$ cat src/rtl/adc_pkg.sv
// Shared types and default timing constants for the ADC0804-style controller.
package adc_pkg;

  typedef enum logic [1:0] {
    StStart,
    StWaitEoc,
    StRead,
    StRelease
  } adc_state_e;

  localparam int unsigned DefClkDiv   = 80;
  localparam int unsigned DefWrCycles = 10;
  localparam int unsigned DefRdCycles = 20;

endpackage

$ cat src/rtl/adc_clk_gen.sv
// Free-running divider: toggles adc_clk every CLK_DIV system clocks.
module adc_clk_gen #(
  parameter int unsigned CLK_DIV = 80
) (
  input  logic clk_i,
  input  logic rst_ni,
  output logic adc_clk_o
);

  localparam int unsigned CntW = (CLK_DIV > 1) ? $clog2(CLK_DIV) : 1;

  logic [CntW-1:0] cnt_q, cnt_d;
  logic            clk_q, clk_d;

  always_comb begin
    cnt_d = cnt_q + CntW'(1);
    clk_d = clk_q;
    if (cnt_q == CntW'(CLK_DIV - 1)) begin
      cnt_d = '0;
      clk_d = ~clk_q;
    end
  end

  always_ff @(posedge clk_i or negedge rst_ni) begin
    if (!rst_ni) begin
      cnt_q <= '0;
      clk_q <= 1'b0;
    end else begin
      cnt_q <= cnt_d;
      clk_q <= clk_d;
    end
  end

  assign adc_clk_o = clk_q;

endmodule

$ cat src/rtl/adc.sv
// ADC0804 handshake controller: start pulse, wait for EOC, timed read, wait for INTR release.
module adc
  import adc_pkg::*;
#(
  parameter int unsigned CLK_DIV   = DefClkDiv,
  parameter int unsigned WR_CYCLES = DefWrCycles,
  parameter int unsigned RD_CYCLES = DefRdCycles
) (
  input  logic       clk,
  input  logic       rst_n,
  input  logic       intr,
  input  logic [7:0] data_ip,
  output logic       cs_n,
  output logic       rd_n,
  output logic       wr_n,
  output logic       adc_clk,
  output logic [7:0] adc_data_conv
);

  localparam int unsigned MaxCyc = (WR_CYCLES > RD_CYCLES) ? WR_CYCLES : RD_CYCLES;
  localparam int unsigned CntW   = $clog2(MaxCyc + 1);

  adc_state_e      state_q, state_d;
  logic [CntW-1:0] cnt_q, cnt_d;
  logic [7:0]      data_q, data_d;
  logic            intr_meta_q, intr_s_q;
  logic            cs_n_q, rd_n_q, wr_n_q;
  logic            cs_n_d, rd_n_d, wr_n_d;

  adc_clk_gen #(
    .CLK_DIV (CLK_DIV)
  ) u_clk_gen (
    .clk_i     (clk),
    .rst_ni    (rst_n),
    .adc_clk_o (adc_clk)
  );

  // cnt_q counts strobe-low cycles already driven; entering a strobe state counts as the first.
  always_comb begin
    state_d = state_q;
    cnt_d   = cnt_q;
    data_d  = data_q;
    unique case (state_q)
      StStart: begin
        if (cnt_q == CntW'(WR_CYCLES)) begin
          state_d = StWaitEoc;
          cnt_d   = '0;
        end else begin
          cnt_d = cnt_q + CntW'(1);
        end
      end
      StWaitEoc: begin
        if (!intr_s_q) begin
          state_d = StRead;
          cnt_d   = CntW'(1);
        end
      end
      StRead: begin
        if (cnt_q == CntW'(RD_CYCLES)) begin
          state_d = StRelease;
          cnt_d   = '0;
          data_d  = data_ip;
        end else begin
          cnt_d = cnt_q + CntW'(1);
        end
      end
      StRelease: begin
        if (intr_s_q) begin
          state_d = StStart;
          cnt_d   = CntW'(1);
        end
      end
      default: begin
        state_d = StStart;
        cnt_d   = '0;
      end
    endcase

    // Strobes follow the next state so they change on the transition edge itself.
    wr_n_d = (state_d != StStart);
    rd_n_d = (state_d != StRead);
    cs_n_d = !((state_d == StStart) || (state_d == StRead));
  end

  always_ff @(posedge clk or negedge rst_n) begin
    if (!rst_n) begin
      state_q     <= StStart;
      cnt_q       <= '0;
      data_q      <= 8'h00;
      intr_meta_q <= 1'b1;
      intr_s_q    <= 1'b1;
      cs_n_q      <= 1'b1;
      rd_n_q      <= 1'b1;
      wr_n_q      <= 1'b1;
    end else begin
      state_q     <= state_d;
      cnt_q       <= cnt_d;
      data_q      <= data_d;
      intr_meta_q <= intr;
      intr_s_q    <= intr_meta_q;
      cs_n_q      <= cs_n_d;
      rd_n_q      <= rd_n_d;
      wr_n_q      <= wr_n_d;
    end
  end

  assign cs_n          = cs_n_q;
  assign rd_n          = rd_n_q;
  assign wr_n          = wr_n_q;
  assign adc_data_conv = data_q;

endmodule

$ cat config.mk
export PLATFORM = sky130hd
export DESIGN_NAME = adc
export DESIGN_NICKNAME = d
export VERILOG_FILES = /design/src/rtl/adc_pkg.sv /design/src/rtl/adc_clk_gen.sv /design/src/rtl/adc.sv
export SDC_FILE = /design/constraint.sdc
export NUM_CORES = 1
export LEC_CHECK = 0
export CORE_MARGIN = 4
export CORE_UTILIZATION = 40
export CTS_BUF_LIST = sky130_fd_sc_hd__clkbuf_2 sky130_fd_sc_hd__clkbuf_4 sky130_fd_sc_hd__clkbuf_8
export DETAILED_ROUTE_END_ITERATION = 10
export PLACE_DENSITY = 0.65
export SETUP_SLACK_MARGIN = 0.4
export SLEW_MARGIN = 20
export SYNTH_ARGS = -nofsm -noshare
export SYNTH_HDL_FRONTEND = slang
export SYNTH_SLANG_ARGS = --single-unit
$ cat constraint.sdc
create_clock -name clk -period 4.8 [get_ports clk]
set_input_delay 0.96 -clock clk [delete_from_list [all_inputs] [get_ports clk]]
set_output_delay 0.96 -clock clk [all_outputs]
set_load 0.01 [all_outputs]
# Word-level counts from Yosys, hierarchy flattened
# Cells that the tools add are included.
dict set report classes {
  eq_ne 10
  n_reduce_logical 7
  n_addsub 2
  n_mux 11
  bitwise 1
}
# cell n
set ops {}
lappend ops {{2-to-1 mux 5 bit} 4}
lappend ops {{case mux 5 bit (4 select lines)} 1}
lappend ops {{2-to-1 mux 2 bit} 4}
lappend ops {{case mux 2 bit (4 select lines)} 1}
lappend ops {{adder 7 x 1 -> 7 bit (second input constant)} 1}
lappend ops {{equality test 7 bit (second input constant)} 1}
lappend ops {{2-to-1 mux 7 bit} 1}
lappend ops {{equality test 2 bit (second input constant)} 3}
lappend ops {{inequality test 2 bit (second input constant)} 3}
lappend ops {{adder 5 x 1 -> 5 bit (second input constant)} 1}
lappend ops {{equality test 5 x 4 -> 1 bit (second input constant)} 1}
lappend ops {{equality test 5 bit (second input constant)} 1}
lappend ops {{logical NOT 2 bit} 2}
lappend ops {{AND reduction 2 bit} 2}
lappend ops {{equality test 2 x 1 -> 1 bit (second input constant)} 1}
lappend ops {{nonzero test 2 bit} 1}
lappend ops {{logical NOT 1 bit} 1}
lappend ops {{logical OR 1 bit} 1}
lappend ops {{NOT 1 bit} 1}
dict set report word_totals {
  word_cells 41
  out_inout_bits 12
  inputBits 11
  regBits 28
}

# Depth between registers and ports, before layout
dict set report depth {
  depth_word 6
  depth_mapped 6
  mapped_depth_nobuf 6
}

# Cells and area by module
# Synthesis repeated with hierarchy kept, for this count alone.
dict set report unflattened {
  cells_unflattened 97
  hier_area_um2 1251.2
}
# mod cells_per_inst seq_area_each_um2 area_per_inst_um2 instances
set modules_own_cells {}
lappend modules_own_cells {adc 69 506.7 894.6 1}
lappend modules_own_cells {adc_clk_gen 28 200.2 356.6 1}

# Worst setup path before layout
# No wires, ideal clock.
dict set report synth_timing {
  kind {register -> register}
  from {register cnt_q[0]}
  to {register data_q[0] (netlist: adc_data_conv[0])}
  stages_incl_launch_ff 7
  setup_ps 125
  setup_slack_ps 3277
  period_less_slack_ps 1523
  t_required_ps 4675
  arrival_ps 1398
  n_path_buf 1
  cell_sequence {dfrtp_1 inv_1 ha_1 nand4b_4 nor2b_4 buf_6 mux2_4}
}
dict set report synth_between {
  elab_chain_len 2
}
# element line_no
set synth_rtl {}
lappend synth_rtl {{start, declared} adc.sv:24} ;# logic [CntW-1:0] cnt_q, cnt_d;
lappend synth_rtl {{start signal, assigned} adc.sv:97} ;# cnt_q <= cnt_d;
lappend synth_rtl {{equality test 5 bit} adc.sv:59} ;# if (cnt_q == CntW'(RD_CYCLES)) begin
lappend synth_rtl {{AND reduction 2 bit (no line)} -}
lappend synth_rtl {{end signal, assigned} adc.sv:98} ;# data_q <= data_d;
lappend synth_rtl {{end, declared} adc.sv:25} ;# logic [7:0] data_q, data_d;
# No other way between the ends.
# A chain may end at the register's enable or synchronous reset.

# Worst setup path in the final report
dict set report layout_timing {
  from {register wr_n_q (netlist: wr_n)}
  to {output port wr_n}
}
# element line_no
set layout_rtl {}
lappend layout_rtl {{start, declared} adc.sv:27} ;# logic cs_n_q, rd_n_q, wr_n_q;
lappend layout_rtl {{start signal, assigned} adc.sv:103} ;# wr_n_q <= wr_n_d;
lappend layout_rtl {{end, declared} adc.sv:15} ;# output logic wr_n,
# No word-level cell between the ends.

==> metrics.cfg <==
[outcome]
status=complete, no violations

[timing]
fin_tns_setup_ps=0
hold_violations=0
setup_viol=0
slew_violations=0
period_share_pct=48.82
maxSlewHeadroom_pct=76.98
rsz0062_at_grt=no
layout_setup_ws_ps=2457
fin_crit_ps=2343
worst_slew_pin_slew_ps=345.2
fmax_mhz=426.7
fin_skew_ps=4.005

[floorplanning]
start_util_pct=42.48
dieArea_sq_mm=0.004248
ioPinCount=23
rows=20
die_w_um=65.18
core_sq_mm=0.003078
chipHeight_um=65.18

[drt]
drt_wl_total_um=2165
dr_wl_met2_um=1116
num_vias=833
highest_layer=met4
dr.pass1.iters=4
viasPerCell=4.871
drc=0
drt_first_iter_violations=26
wl_per_cell_um=12.66
antenna_left=0
met1Wirelength_um=946
met3_length_um=88

[synthesis]
ys_types=34
synth_top_area_share_pct=44.02
synth_area_sq_mm=0.001308
synth_area_leaders=dfrtp_1 44%, dfstp_2 10%, mux2_4 9.2%
ys_seq_area_share_pct=54.07
netlist_instances=103
yosysWarnings=0
syn_avg_cell_area_sq_um=12.69
yosys.area.top_type=dfrtp_1
synth_fp_nets=118
ys_ff_latch=28

[critical_path]
path_delay_family=flip-flops
critPathSlowestCell=dfstp_2
startpoint_type=flip-flop
worstPathMaxFanout=1
slowest_delay_ps=540
crit_arrival_ps=1380
cp-end-kind=output pin
path_buf_inv=1
path_cells=clkdlybuf4s50_1
worstSetupPathType=reg -> out
cp.required_ps=3840

[pwr]
powerDensity_mw_per_mm2=413.7
ir_drop_uv=219.1
p_int_mw=0.4660
power_leakage_nw=0.7365
sequentialPowerShare_pct=48.0
p_sw_mw=0.2038
switching_share_pct=30.42
total_power_mw=0.6698
clockPowerShare_pct=22.9
comb_power_share_pct=29.1

[clock_network]
cts_buffer_depth=2
path_clk_slew_ps=150
cts_made_buffers=3
cts_root_buf=clkbuf_4
post-cts-setup-buffers=0
cts_tree=done
clock-sinks=28
htree_levels=1
clock_latency_ps=330
hold_buffers=0
cts_resized=0

[finish]
drive_gt1_share_pct=19.69
final_cell_mix=23 x dfrtp_1, 22 x clkdlybuf4s50_1, 8 x mux2_4
fin_nets=143
area_delta_synth_final_pct=23.83
fin_util_pct=52.60
final_common_cell=dfrtp_1
n_antenna_cell=0
stdcell_count=171

[placed_design]
dpl.hpwl_um=1640
pre_cts_slack_ps=2826
placed_cells=167
port_buffers=22
place_congestion=0.7963

[global_routing]
grt.overflow.total=0
grt_pass1_wl_um=3795
grt_usage_pct=11.49
antenna_found_initial=0
grt_max_degree=29
grt_pass1_vias=869

[run]
drv_cap=0

[worst_hold_path]
worstHoldPathType=reg -> reg

[kinds of logic after synthesis]
| group | after synthesis | synth area share [%] |
|---|---|---|
| buffers and inverters | 7 | 2.966 |
| xor gates and xnor gates | 7 | 4.689 |
| and+or+nand+nor | 30 | 15.88 |
| adders and majority gates | 4 | 3.828 |
| DFF | 28 | 54.07 |
| AOI/OAI and AO/OA | 19 | 9.377 |
| muxes | 8 | 9.187 |
[worst register-to-register path, cell delays in order (launching register included)]
cell,delay [ps]
dfrtp_1,450
inv_1,120
ha_1,210
nand4b_4,180
nor2b_4,350
mux2_4,340
[Yosys cell counts]
master / instances
a211oi_1: 2
a21o_1: 2
a21oi_1: 5
a22oi_2: 1
and2_2: 1
and3_1: 2
buf_2: 1
buf_4: 1
buf_6: 1
dfrtp_1: 23
dfstp_2: 5
ha_1: 4
inv_1: 3
inv_2: 1
mux2_4: 8
nand2_1: 5
nand2b_1: 1
nand3_1: 4
nand4b_4: 1
nand4bb_1: 1
nor2_1: 4
nor2b_1: 4
nor2b_4: 2
nor3_1: 1
nor3b_1: 3
nor3b_2: 1
o21ai_0: 2
o21ai_1: 3
o21bai_1: 1
o22ai_1: 1
o2bb2ai_1: 1
o31ai_1: 1
xnor2_1: 3
xor2_1: 4
[routing by layer]
| layer | track usage (%) | vias up |
|---|---|---|
| li1 | - | 405 |
| met1 | 13.33 | 413 |
| met2 | 19.97 | 13 |
| met3 | 3.932 | 2 |
| met4 | 3.368 | 0 |
| met5 | 0 | - |
[path summary, 6_finish.rpt]
check                      slack [ps]  depth (start not counted)                  start                           end
setup reg to reg                 3050                          5   cnt_q[0]$_DFFE_PN0P_  adc_data_conv[3]$_DFFE_PN0P_
hold / removal                    370                          0  intr_meta_q$_DFF_PN1_            intr_s_q$_DFF_PN1_
min in group asynchronous         990                          2                  rst_n  u_clk_gen.cnt_q[6]$_DFF_PN0_
setup / recovery                 2460                          1         wr_n$_DFF_PN1_                          wr_n
max in group asynchronous        3510                          2                  rst_n                rd_n$_DFF_PN1_
hold reg to reg                   370                          0  intr_meta_q$_DFF_PN1_            intr_s_q$_DFF_PN1_
[state kept, by name, indices dropped and copies added (netlist names)]
name                 flops
adc_data_conv            8
wr_n                     1
cs_n                     1
rd_n                     1
intr_s_q                 1
cnt_q                    5
u_clk_gen.cnt_q          7
intr_meta_q              1
state_q                  2
u_clk_gen.adc_clk_o      1
[power groups by stage]
stage	clock network (mW)	registers [mW]	logic (mW)
floorplan	0	0.307	0.158
global placement	0	0.325	0.193
detailed placement	0	0.326	0.196
CTS	0.160	0.322	0.197
global route	0.169	0.330	0.218
finish	0.153	0.322	0.195
[layout make-up]
class,count,area (sq um)
inverters,4,15.01
multi-input cells,68,561.8
well taps,44,55.05
clock inverters,1,30.03
clock buffers,3,22.52
fillers,293,1459
flip-flops and latches,28,706.9
repair buffers,23,227.7
[metrics by stage]
stage | hold WS (ps) | area [sq um]
floorplan | 345.2 | 1308
global placement | 346.8 | 1567
detailed placement | 353.5 | 1567
CTS | 369.9 | 1619
global route | 371.5 | 1619
finish | 367.8 | 1619
Note: power is estimated with default switching activity, not from simulation.
